<file path="config.mk">
export PLATFORM = sky130hd
export DESIGN_NAME = hash_cmd_issuer
export DESIGN_NICKNAME = d
export VERILOG_FILES = /design/src/rtl/hash_pkg.sv /design/src/rtl/hash_cmd_fifo.sv /design/src/rtl/hash_cmd_issuer.sv
export SDC_FILE = /design/constraint.sdc
export NUM_CORES = 1
export LEC_CHECK = 0
export BUFFER_PORTS_ARGS = -buffer_cell sky130_fd_sc_hd__buf_4
export CORE_AREA = 2 2 156 158
export CTS_BUF_LIST = sky130_fd_sc_hd__clkbuf_8
export CTS_CLUSTER_DIAMETER = 120
export DETAILED_ROUTE_END_ITERATION = 8
export DIE_AREA = 0 0 158 160
export HOLD_SLACK_MARGIN = 0.1
export PLACE_DENSITY_LB_ADDON = 0.05
export SLEW_MARGIN = 30
export SYNTH_ARGS = -nofsm -noshare
export SYNTH_HDL_FRONTEND = slang
export SYNTH_HIERARCHICAL = 1
export SYNTH_SLANG_ARGS = --single-unit
export TNS_END_PERCENT = 30
</file>
<file path="constraint.sdc">
create_clock -name clk -period 4.45 [get_ports clk]
set_input_delay 0.89 -clock clk [delete_from_list [all_inputs] [get_ports clk]]
set_output_delay 0.89 -clock clk [all_outputs]
set_load 0.02 [all_outputs]
</file>
<file path="src/rtl/hash_pkg.sv">
// Shared definitions for the hash engine command front-end: op codes, response
// status, issuer states, command payload and the status priority rule.
package hash_pkg;

  localparam int unsigned HASH_KEY_WIDTH  = 2;
  localparam int unsigned HASH_DATA_WIDTH = 32;

  localparam logic [1:0] OP_NOP    = 2'b00;
  localparam logic [1:0] OP_READ   = 2'b01;
  localparam logic [1:0] OP_WRITE  = 2'b10;
  localparam logic [1:0] OP_DELETE = 2'b11;

  typedef enum logic [2:0] {
    ST_OK            = 3'd0,
    ST_NOT_FOUND     = 3'd1,
    ST_KEY_PRESENT   = 3'd2,
    ST_NO_SPACE      = 3'd3,
    ST_NO_DEL_TARGET = 3'd4
  } status_e;

  typedef enum logic [1:0] {
    S_IDLE   = 2'd0,
    S_LOOKUP = 2'd1,
    S_EXEC   = 2'd2,
    S_RESP   = 2'd3
  } issuer_state_e;

  typedef struct packed {
    logic [1:0]                 op;
    logic [HASH_KEY_WIDTH-1:0]  key;
    logic [HASH_DATA_WIDTH-1:0] data;
  } cmd_t;

  // Only the flags relevant to the op can fail it; write checks key_present first.
  function automatic status_e cmd_status(input logic [1:0] op,
                                         input logic no_elem_found,
                                         input logic key_present,
                                         input logic no_write_space,
                                         input logic no_del_target);
    status_e st;
    st = ST_OK;
    case (op)
      OP_READ:   if (no_elem_found) st = ST_NOT_FOUND;
      OP_WRITE:  begin
        if (key_present)         st = ST_KEY_PRESENT;
        else if (no_write_space) st = ST_NO_SPACE;
      end
      OP_DELETE: if (no_del_target) st = ST_NO_DEL_TARGET;
      default:   st = ST_OK;
    endcase
    return st;
  endfunction

endpackage

</file>
<file path="src/rtl/hash_cmd_fifo.sv">
// Synchronous first-word-fall-through FIFO; the head word is visible on rdata_o
// whenever empty_o is low and is consumed by pop_i.
module hash_cmd_fifo #(
  parameter int unsigned WIDTH = 8,
  parameter int unsigned DEPTH = 4
) (
  input  logic             clk,
  input  logic             reset,
  input  logic             push_i,
  input  logic [WIDTH-1:0] wdata_i,
  input  logic             pop_i,
  output logic [WIDTH-1:0] rdata_o,
  output logic             full_o,
  output logic             empty_o
);

  localparam int unsigned AW = $clog2(DEPTH);

  logic [WIDTH-1:0] mem_q [DEPTH];
  logic [AW-1:0]    wr_ptr_q, wr_ptr_d;
  logic [AW-1:0]    rd_ptr_q, rd_ptr_d;
  logic [AW:0]      count_q, count_d;
  logic             push_ok, pop_ok;

  assign full_o  = (count_q == (AW+1)'(DEPTH));
  assign empty_o = (count_q == '0);
  assign rdata_o = mem_q[rd_ptr_q];

  // A full FIFO refuses pushes even when a pop frees a slot in the same cycle.
  always_comb begin
    push_ok  = push_i && !full_o;
    pop_ok   = pop_i && !empty_o;
    wr_ptr_d = wr_ptr_q;
    rd_ptr_d = rd_ptr_q;
    count_d  = count_q;
    if (push_ok) wr_ptr_d = wr_ptr_q + AW'(1);
    if (pop_ok)  rd_ptr_d = rd_ptr_q + AW'(1);
    case ({push_ok, pop_ok})
      2'b10:   count_d = count_q + (AW+1)'(1);
      2'b01:   count_d = count_q - (AW+1)'(1);
      default: count_d = count_q;
    endcase
  end

  always_ff @(posedge clk) begin
    if (reset) begin
      wr_ptr_q <= '0;
      rd_ptr_q <= '0;
      count_q  <= '0;
    end else begin
      wr_ptr_q <= wr_ptr_d;
      rd_ptr_q <= rd_ptr_d;
      count_q  <= count_d;
    end
  end

  always_ff @(posedge clk) begin
    if (push_ok) mem_q[wr_ptr_q] <= wdata_i;
  end

endmodule

</file>
<file path="src/rtl/hash_cmd_issuer.sv">
// Host command front-end: buffers commands and sequences each one into the hash
// table controller as LOOKUP then a single EXEC cycle, returning a response.
module hash_cmd_issuer
  import hash_pkg::*;
#(
  parameter int unsigned KEY_WIDTH      = HASH_KEY_WIDTH,
  parameter int unsigned DATA_WIDTH     = HASH_DATA_WIDTH,
  parameter int unsigned LOOKUP_LATENCY = 1,
  parameter int unsigned FIFO_DEPTH     = 4,
  parameter int unsigned CNT_WIDTH      = 16
) (
  input  logic                  clk,
  input  logic                  reset,
  input  logic                  cmd_valid_i,
  output logic                  cmd_ready_o,
  input  logic [1:0]            cmd_op_i,
  input  logic [KEY_WIDTH-1:0]  cmd_key_i,
  input  logic [DATA_WIDTH-1:0] cmd_data_i,
  output logic [KEY_WIDTH-1:0]  tbl_key_o,
  output logic [DATA_WIDTH-1:0] tbl_data_o,
  output logic [1:0]            tbl_op_o,
  input  logic [DATA_WIDTH-1:0] tbl_read_data_i,
  input  logic                  tbl_no_del_target_i,
  input  logic                  tbl_no_write_space_i,
  input  logic                  tbl_no_elem_found_i,
  input  logic                  tbl_key_present_i,
  output logic                  resp_valid_o,
  input  logic                  resp_ready_i,
  output logic [1:0]            resp_op_o,
  output logic [DATA_WIDTH-1:0] resp_data_o,
  output logic [2:0]            resp_status_o,
  output logic                  busy_o,
  output logic [CNT_WIDTH-1:0]  ok_cnt_o,
  output logic [CNT_WIDTH-1:0]  err_cnt_o
);

  localparam int unsigned CMD_W  = $bits(cmd_t);
  localparam int unsigned LCNT_W = (LOOKUP_LATENCY > 1) ? $clog2(LOOKUP_LATENCY) : 1;
  localparam logic [LCNT_W-1:0] LCNT_INIT = LCNT_W'(LOOKUP_LATENCY - 1);

  issuer_state_e         state_q, state_d;
  logic [LCNT_W-1:0]     lcnt_q, lcnt_d;
  cmd_t                  work_q, work_d;
  cmd_t                  push_cmd, head;
  logic [CMD_W-1:0]      head_raw;
  logic                  fifo_push, fifo_pop, fifo_full, fifo_empty;
  logic [1:0]            tbl_op_q, tbl_op_d;
  logic                  resp_valid_q, resp_valid_d;
  logic [1:0]            resp_op_q, resp_op_d;
  logic [DATA_WIDTH-1:0] resp_data_q, resp_data_d;
  status_e               resp_status_q, resp_status_d, exec_status;
  logic [CNT_WIDTH-1:0]  ok_cnt_q, ok_cnt_d, err_cnt_q, err_cnt_d;

  always_comb begin
    push_cmd.op   = cmd_op_i;
    push_cmd.key  = HASH_KEY_WIDTH'(cmd_key_i);
    push_cmd.data = HASH_DATA_WIDTH'(cmd_data_i);
  end

  assign fifo_push = cmd_valid_i && !fifo_full;
  assign head      = cmd_t'(head_raw);

  hash_cmd_fifo #(
    .WIDTH (CMD_W),
    .DEPTH (FIFO_DEPTH)
  ) u_fifo (
    .clk     (clk),
    .reset   (reset),
    .push_i  (fifo_push),
    .wdata_i (push_cmd),
    .pop_i   (fifo_pop),
    .rdata_o (head_raw),
    .full_o  (fifo_full),
    .empty_o (fifo_empty)
  );

  // Next-state, response capture and statistics.
  always_comb begin
    state_d       = state_q;
    lcnt_d        = lcnt_q;
    work_d        = work_q;
    fifo_pop      = 1'b0;
    resp_op_d     = resp_op_q;
    resp_data_d   = resp_data_q;
    resp_status_d = resp_status_q;
    ok_cnt_d      = ok_cnt_q;
    err_cnt_d     = err_cnt_q;
    exec_status   = cmd_status(work_q.op, tbl_no_elem_found_i, tbl_key_present_i,
                               tbl_no_write_space_i, tbl_no_del_target_i);
    case (state_q)
      S_IDLE: begin
        if (!fifo_empty) begin
          fifo_pop = 1'b1;
          if (head.op != OP_NOP) begin
            work_d  = head;
            lcnt_d  = LCNT_INIT;
            state_d = S_LOOKUP;
          end
        end
      end
      S_LOOKUP: begin
        if (lcnt_q == '0) state_d = S_EXEC;
        else              lcnt_d  = lcnt_q - LCNT_W'(1);
      end
      S_EXEC: begin
        resp_op_d     = work_q.op;
        resp_status_d = exec_status;
        // Read data is only meaningful for a successful read.
        resp_data_d   = ((work_q.op == OP_READ) && (exec_status == ST_OK)) ?
                        tbl_read_data_i : '0;
        if (exec_status == ST_OK) begin
          if (ok_cnt_q != '1) ok_cnt_d = ok_cnt_q + CNT_WIDTH'(1);
        end else begin
          if (err_cnt_q != '1) err_cnt_d = err_cnt_q + CNT_WIDTH'(1);
        end
        state_d = S_RESP;
      end
      S_RESP: begin
        if (resp_ready_i) begin
          state_d = S_IDLE;
          if (!fifo_empty) begin
            fifo_pop = 1'b1;
            if (head.op != OP_NOP) begin
              work_d  = head;
              lcnt_d  = LCNT_INIT;
              state_d = S_LOOKUP;
            end
          end
        end
      end
      default: state_d = S_IDLE;
    endcase
    tbl_op_d     = (state_d == S_EXEC) ? work_d.op : OP_NOP;
    resp_valid_d = (state_d == S_RESP);
  end

  always_ff @(posedge clk) begin
    if (reset) begin
      state_q       <= S_IDLE;
      lcnt_q        <= '0;
      work_q        <= '0;
      tbl_op_q      <= OP_NOP;
      resp_valid_q  <= 1'b0;
      resp_op_q     <= OP_NOP;
      resp_data_q   <= '0;
      resp_status_q <= ST_OK;
      ok_cnt_q      <= '0;
      err_cnt_q     <= '0;
    end else begin
      state_q       <= state_d;
      lcnt_q        <= lcnt_d;
      work_q        <= work_d;
      tbl_op_q      <= tbl_op_d;
      resp_valid_q  <= resp_valid_d;
      resp_op_q     <= resp_op_d;
      resp_data_q   <= resp_data_d;
      resp_status_q <= resp_status_d;
      ok_cnt_q      <= ok_cnt_d;
      err_cnt_q     <= err_cnt_d;
    end
  end

  assign cmd_ready_o   = !fifo_full;
  assign tbl_key_o     = KEY_WIDTH'(work_q.key);
  assign tbl_data_o    = DATA_WIDTH'(work_q.data);
  assign tbl_op_o      = tbl_op_q;
  assign resp_valid_o  = resp_valid_q;
  assign resp_op_o     = resp_op_q;
  assign resp_data_o   = resp_data_q;
  assign resp_status_o = resp_status_q;
  assign busy_o        = (state_q != S_IDLE) || !fifo_empty;
  assign ok_cnt_o      = ok_cnt_q;
  assign err_cnt_o     = err_cnt_q;

endmodule

</file>
==> results of run 1 <==
-- cell usage after synthesis (10+ instances only) --
cell      instances  area, µm²
and3_1           10      62.56
a211oi_1         12      90.09
a21oi_1          49      245.2
dfxtp_1         119       2382
edfxtp_1        144       4324
xnor2_1          13      113.9
clkbuf_1         25      93.84
nand2_1          86      322.8
a22oi_1          32      240.2
mux4_2           30      675.7
xor2_1           12      105.1
ha_1             11      137.6
buf_4            34      255.2
nor2_1           75      281.5
nor3_1           11      55.05
inv_1            20      75.07
nand3_1          14      70.07
-- metal layers --
metal / track usage / share of wire
met5: 0 / 0
met4: 0.05733 / 0.021
met3: 0.04668 / 0.065
met2: 0.3125 / 0.50
met1: 0.2141 / 0.41
-- report_power, final --
group | total (µW) | switching, µW | internal [µW] | leakage [µW]
logic | 1610 | 948 | 661 | 0.00191
clock network | 1930 | 893 | 1030 | 0.000491
registers | 3050 | 182 | 2860 | 0.00228
total | 6580 | 2020 | 4560 | 0.00469
-- path summary, 6_finish.rpt --
path | startpoint | endpoint | depth (start not counted) | slack [ps]
worst max-delay path | flip-flop | tbl_data_o[13] | 5 | 1440
worst min-delay path | tbl_data_o[23] | tbl_data_o[23] | 2 | 460
worst max register to register | flip-flop | tbl_data_o[13] | 5 | 1440
worst min register to register | tbl_data_o[23] | tbl_data_o[23] | 2 | 460
-- kinds of logic after synthesis --
kind of cell / Yosys count / share of synthesized area
xor+xnor: 25 / 0.02086
fa+ha+maj: 12 / 0.01502
flops: 263 / 0.6389
buf+inv: 96 / 0.05424
simple gates: 235 / 0.1020
compound gates: 122 / 0.08178
mux: 44 / 0.08714
-- flip-flops by register name, indices dropped and copies added, names as in the netlist, named ones only --
register         flops
err_cnt_o           16
ok_cnt_o            16
resp_data_o         32
resp_op_o            2
resp_status_o        3
resp_valid_o         1
state_q              2
tbl_data_o          32
tbl_key_o            2
tbl_op_o             2
u_fifo/count_q       3
u_fifo/mem_q       144
u_fifo/rd_ptr_q      2
u_fifo/wr_ptr_q      2
work_q               2
-- cell type report --
cell class	count	area share
Sequential cell	263	0.5273
Multi-Input combinational cell	438	0.2569
Timing Repair Buffer	188	0.1141
Clock buffer	51	0.05517
Tap cell	324	0.03186
Clock inverter	26	0.008261
Inverter	21	0.006196
Antenna cell	1	0.0001967
-- worst reg2reg max path, stage by stage (launching register included) --
cell and delay (ps):
dfxtp_2 750, mux4_1 700, o21bai_1 420, or2_2 750
nand2_1 120, a21oi_1 200
-- through the flow --
stage | power (µW) | cells | instance area [µm²] | hold WS, ps | setup WS [ps]
finish | 6582 | 1312 | 12720 | 456.5 | 1437
global route | 6947 | 1312 | 12720 | 474.3 | 1150
CTS | 6701 | 1311 | 12710 | 456.6 | 1348
detailed placement | 4737 | 1234 | 11900 | 449.1 | 1367
global placement | 4632 | 1232 | 11840 | 443.9 | 1493
floorplan | 4255 | 797 | 10500 | 436.7 | 1775
==> flow_summary.toml, run 1 <==
[global_routing]
track_usage = 0.1786
grt_pass1_wl_um = 35500
grt_pass1_vias = 6792
antenna_found_initial = 1
grt-ovfl-total = 0
grt_max_degree = 85

[yosys]
synth_seq_cells = 263
synth_area_um2 = 10500
synth_cell_types = 59
seq_area_frac_synth = 0.6389
synth_edf_count = 144
postSynthAreaPerCell_um2 = 13.17
synth.net_count = 885
async_flop_share = 0
synth_flop_cell = "edfxtp_1"
ys_warn_count = 6
synthCells = 797

[floorplan]
initial_utilization = 0.4406
fp.dieW_um = 158
pin_count = 184
core_um2 = 23820
rows = 57
dieArea_um2 = 25280
die_y_um = 160

[layout]
area_growth_pct = 21.21
finalNetCount = 1044
seq_area_um2 = 6709
drive_gt1_frac = 0.2989
nFillCells = 2098
multi_input_area_um2 = 3268
fin_util = 0.5341
layout_common_cells = "buf_4, edfxtp_1, dfxtp_1, nand2_1, nor2_1"
mostFrequentLayoutCell = "buf_4"

[sta]
fmax_ghz = 0.3319
period_needed_ps = 3013
fin_crit_sh = 0.6770
worst_pin_slew_ps = 872.7
tns_ps = 0
hold_viol_final = 0
drv_slew = 0
setup_viol = 0
rsz0062_at_grt = "no"
slew-limit-headroom = 0.4182
skew_ps = 17.57

[clocking]
path_clk_slew_ps = 60
clk-insertion-delay-late_ps = 540
cts_buffers = 44
tritoncts = "yes"
htreeDepth = 2
cts.path.max_buffers = 3
ctsResizeCount = 0
cts_setup_buffers = 0
cts_root_buffer = "clkbuf_8"
cts_sinks = 263
ctsHoldBuffers = 0

[drt]
via_per_inst = 5.123
drc = 0
initialDrtViolationCount = 339
wirelength_um = 22740
dr_total_vias = 6721
antenna_left = 0
wl_per_cell_um = 17.33
firstDrtPassIters = 4

[power]
max-vdd-ir-drop_mv = 0.2759
powerDensity_nw_per_um2 = 517.4
power.leakage_uw = 0.004691

[critical_path]
cp_data_required_time_ps = 4910
crit_path_max_fanout = 34
arrival_ps = 3470
cp_top_family = "simple AND/OR/NAND/NOR gates"
path_cells = "mux4_1 -> o21bai_1 -> or2_2 -> nand2_1 -> a21oi_1"
end_kind = "flip-flop"
worst-path-buf-inv = 0
worstSetupStartpointType = "flip-flop"
slowest_stage = "dfxtp_2"
critical-path-max-stage-delay_ps = 750
path_class = "flip-flop to flip-flop"

[place]
port-buffer-count = 183
dpl.hpwl_um = 14300
gp_congestion = 0.7595

[min_path]
hold_path.class = "flip-flop to flip-flop"

[flow_run]
max-cap-violations = 0

[outcome]
status = "finished clean"
Note: power is estimated with default switching activity, not from simulation.
==> run 2, diff against run 1 <==
Clock period 4.45 ns to 2.7 ns, I/O delays scaled along.
==> flow_summary.toml, run 2 (synthesis gave the netlist of run 1 again) <==
[power]
power.switching_uw = 3471
totalPowerFinal_uw = 11270
p_sw_frac = 0.3079
p_seq_frac = 0.440
comb_power_share = 0.253
cellInternalPower_uw = 7802
powerDensity_nw_per_um2 = 868.8
clock_power_share = 0.307
max-vdd-ir-drop_mv = 0.5649
power.leakage_uw = 0.004811

[layout]
nFillCells = 2101
drive_gt1_frac = 0.3224
area_growth_pct = 23.61
multi_input_area_um2 = 3261
final_area_um2 = 12970
diodes = 0
largest_reg_flops = 144
mostFrequentLayoutCell = "buf_4"
finalNetCount = 1060
regMostFlops = "u_fifo/mem_q"
seq_area_um2 = 6711
layout_common_cells = "buf_4, edfxtp_1, dfxtp_1, nand2_1, nor2_1"

[sta]
skew_ps = 28.58
rsz0062_at_grt = "no"
fin_crit_sh = 0.9358
hold_viol_final = 0
period_needed_ps = 2527
setup_ws_ps = 173.3
worst_pin_slew_ps = 571.4
fmax_ghz = 0.3958
hold_ws_ps = 172.6
slew-limit-headroom = 0.6180
setup_viol = 0
drv_slew = 0

[flow_run]
max-cap-violations = 0

[drt]
dr_total_vias = 6802
initialDrtViolationCount = 390
drc = 0
wirelength_um = 22940
wl_per_cell_um = 17.22
antenna_left = 0
via_per_inst = 5.107
firstDrtPassIters = 7

[place]
placed_area_um2 = 12070
dpl.hpwl_um = 14350
dpl_worst_slack_ps = -55.09
gp_congestion = 0.7774
port-buffer-count = 183

[critical_path]
path_class = "flip-flop to flip-flop"
arrival_ps = 2990
crit_path_max_fanout = 5
worstSetupStartpointType = "flip-flop"
end_kind = "flip-flop"
cp_data_required_time_ps = 3170

[outcome]
status = "finished clean"

[clocking]
cts_root_buffer = "clkbuf_8"
tritoncts = "yes"
clk-insertion-delay-late_ps = 560
cts_buffers = 45
htreeDepth = 2
ctsHoldBuffers = 0
cts_setup_buffers = 0
path_clk_slew_ps = 60
cts_sinks = 263
cts.path.max_buffers = 3

[floorplan]
die_y_um = 160
initial_utilization = 0.4406
fp.dieW_um = 158
core_um2 = 23820
dieArea_um2 = 25280
rows = 57
pin_count = 184

[min_path]
hold_path.class = "input pin to flip-flop"

[global_routing]
grt_pass1_vias = 6793
antenna_found_initial = 0
grt_pass1_wl_um = 35550
grt-ovfl-total = 0
grt_max_degree = 55
track_usage = 0.1789
[run 2: through the flow]
stage | instances | TNS [ps] | utilization
finish | 1332 | 0 | 0.5447
global route | 1332 | 0 | 0.5447
global placement | 1247 | 0 | 0.5045
detailed placement | 1249 | -55.09 | 0.5068
CTS | 1332 | 0 | 0.5445
floorplan | 797 | 0 | -
[run 2: final cells by class]
cell class | count | share of cell area
clock buffer | 56 | 0.05940
clock inverter | 27 | 0.009354
inverter | 21 | 0.006075
multi-input combinational | 438 | 0.2513
sequential | 263 | 0.5173
tap | 324 | 0.03124
timing repair buffer | 203 | 0.1254
[run 2: path summary, 6_finish.rpt]
kind | depth (start not counted) | startpoint | slack (ps) | end
setup / recovery | 11 | state_q[0] | 170 | u_fifo/count_q[2]
hold / removal | 1 | cmd_data_i[20] | 170 | u_fifo/mem_q[2][20]
setup reg to reg | 11 | state_q[0] | 170 | u_fifo/count_q[2]
hold reg to reg | 2 | tbl_data_o[27] | 450 | tbl_data_o[27]
[run 2: routing by layer]
metal,track usage,part of all wire,up-vias
met3,0.05047,0.072,35
met2,0.3049,0.49,211
met4,0.05692,0.019,0
met1,0.2194,0.41,3302
met5,0,0,-
li1,-,-,3254
[run 2: what timing repair did]
| item | CTS | global route |
|---|---|---|
| gates resized for setup | 1 | 3 |
| pin swaps | 0 | 1 |
| endpoints found under the setup margin | 1 | 1 |
[run 2: power by group through the flow]
| stage | registers [µW] | logic, µW | clock network (µW) |
|---|---|---|---|
| after floorplan | 4990 | 2020 | 0 |
| after global placement | 5010 | 2760 | 0 |
| after detailed placement | 5040 | 2890 | 0 |
| after CTS | 4960 | 2910 | 3580 |
| after global routing | 5010 | 3110 | 3760 |
| final | 4960 | 2860 | 3460 |
[run 2: worst max-delay path, cell delays in order, from the launching register on]
cell and delay, ps:
dfxtp_2 370, inv_1 70, ha_1 360, nor3_2 180
o31ai_2 120, inv_1 80, ha_1 170, inv_1 60
fa_1 370, xor2_1 160, or3_1 320, a21oi_1 180
==> run 3, diff against run 2 <==
Settings changed: CELL_PAD_IN_SITES_DETAIL_PLACEMENT from default to 1, CELL_PAD_IN_SITES_GLOBAL_PLACEMENT from default to 2, CORE_AREA 2 2 156 158 to 2 2 177 179, DIE_AREA 0 0 158 160 to 0 0 179 181.
==> flow_summary.toml, run 3 (synthesis gave the netlist of run 1 again) <==
[global_routing]
grt_pass1_vias = 7397
grt_pass1_wl_um = 40850
antenna_found_initial = 0
met2_usage = 0.2672
grt-ovfl-total = 0
use_met1 = 0.2080
track_usage = 0.1613
top_usage_layer = "met2"
grt_max_degree = 37
grt_use_met3 = 0.03977

[clocking]
cts_setup_buffers = 0
cts_sinks = 263
htreeDepth = 2
tritoncts = "yes"
cts_buffers = 49
path_clk_slew_ps = 60
clk-insertion-delay-late_ps = 570
cts_root_buffer = "clkbuf_8"
cts.path.max_buffers = 3

[drt]
dr_total_vias = 6911
wl_per_cell_um = 18.35
initialDrtViolationCount = 305
firstDrtPassIters = 4
drc = 0
via_per_inst = 4.888
wirelength_um = 25950
antenna_left = 0

[sta]
worst_pin_slew_ps = 750.0
hold_viol_final = 0
fmax_ghz = 0.4025
period_needed_ps = 2485
setup_viol = 0
fin_crit_sh = 0.9202
hold_ws_ps = 166.0
slew-limit-headroom = 0.5000
skew_ps = 30.72
setup_ws_ps = 215.4
drv_slew = 0

[floorplan]
dieArea_um2 = 32400
initial_utilization = 0.3459
die_y_um = 181
core_um2 = 30350
fp.dieW_um = 179
pin_count = 184
rows = 64

[critical_path]
path_cells = "ha_1 -> a21oi_1 -> nor3_4 -> o31ai_2 -> inv_1 -> ha_1 -> inv_1 -> fa_1 -> xor2_1 -> or3_1 -> a21oi_1"
end_kind = "flip-flop"
worst-path-buf-inv = 2
arrival_ps = 2960
cp_top_family = "adder cells"
crit_path_max_fanout = 6
critical-path-max-stage-delay_ps = 410
cp_data_required_time_ps = 3180
slowest_stage = "dfxtp_1"
path_class = "flip-flop to flip-flop"
worstSetupStartpointType = "flip-flop"

[power]
max-vdd-ir-drop_mv = 0.4124
power.leakage_uw = 0.004841
powerDensity_nw_per_um2 = 862.7

[layout]
diodes = 0
finalNetCount = 1067
drive_gt1_frac = 0.3124
mostFrequentLayoutCell = "buf_4"
layout_common_cells = "buf_4, edfxtp_1, dfxtp_1, nand2_1, nor2_1"
largest_reg_flops = 144
area_growth_pct = 24.47
nFillCells = 3178
regMostFlops = "u_fifo/mem_q"

[place]
dpl.hpwl_um = 17210
port-buffer-count = 183
dpl_worst_slack_ps = 59.79
gp_congestion = 0.7233

[min_path]
hold_path.class = "input pin to flip-flop"

[outcome]
status = "finished clean"

[flow_run]
max-cap-violations = 0
-- run 3: what timing repair did --
| action | in CTS | in global routing |
|---|---|---|
| hold endpoints to repair | 0 | 0 |
| hold buffers | 0 | 0 |
| endpoints found under the setup margin | 0 | 1 |
| resized for setup | 0 | 3 |
-- run 3: layout make-up --
| class | count | area, µm² | share of cell area |
|---|---|---|---|
| Clock inverter | 38 | 157.7 | 0.01207 |
| Timing Repair Buffer | 206 | 1642 | 0.1256 |
| Tap cell | 396 | 495.5 | 0.03792 |
| Multi-Input combinational cell | 438 | 3267 | 0.2500 |
| Inverter | 21 | 78.83 | 0.006033 |
| Clock buffer | 52 | 715.7 | 0.05478 |
| Sequential cell | 263 | 6709 | 0.5135 |
-- run 3: power breakdown --
| group | internal (µW) | switching (µW) |
|---|---|---|
| logic | 1220 | 1700 |
| registers | 4720 | 243 |
| clock network | 1770 | 1610 |
-- run 3: path summary, 6_finish.rpt --
| path | start | endpoint | slack [ps] | cells after the start |
|---|---|---|---|---|
| setup reg to reg | state_q[1] | u_fifo/count_q[2] | 220 | 11 |
| hold reg to reg | tbl_data_o[8] | tbl_data_o[8] | 460 | 2 |
| hold / removal | cmd_data_i[7] | u_fifo/mem_q[0][7] | 170 | 1 |
| setup / recovery | state_q[1] | u_fifo/count_q[2] | 220 | 11 |
-- run 3: routing by layer --
metal / part of all wire / routed length [µm]
met1: 0.43 / 11200
met2: 0.50 / 12910
met3: 0.052 / 1339
met4: 0.019 / 500
met5: 0 / 0
-- run 3: worst reg2reg max path: stages, from the launching register on --
cell and delay [ps]:
dfxtp_1 410, ha_1 310, a21oi_1 160, nor3_4 170
o31ai_2 110, inv_1 70, ha_1 170, inv_1 60
fa_1 370, xor2_1 160, or3_1 300, a21oi_1 130
-- run 3: per-stage QoR --
step | total power [µW] | std cells | cell area [µm²] | util | setup TNS [ps]
finish | 11270 | 1414 | 13070 | 0.4305 | 0
global route | 11960 | 1414 | 13070 | 0.4305 | -1.440
CTS | 11470 | 1414 | 13050 | 0.4300 | 0
detailed placement | 8010 | 1324 | 12180 | 0.4013 | 0
global placement | 7868 | 1323 | 12150 | 0.4004 | 0
floorplan | 7013 | 797 | 10500 | - | 0
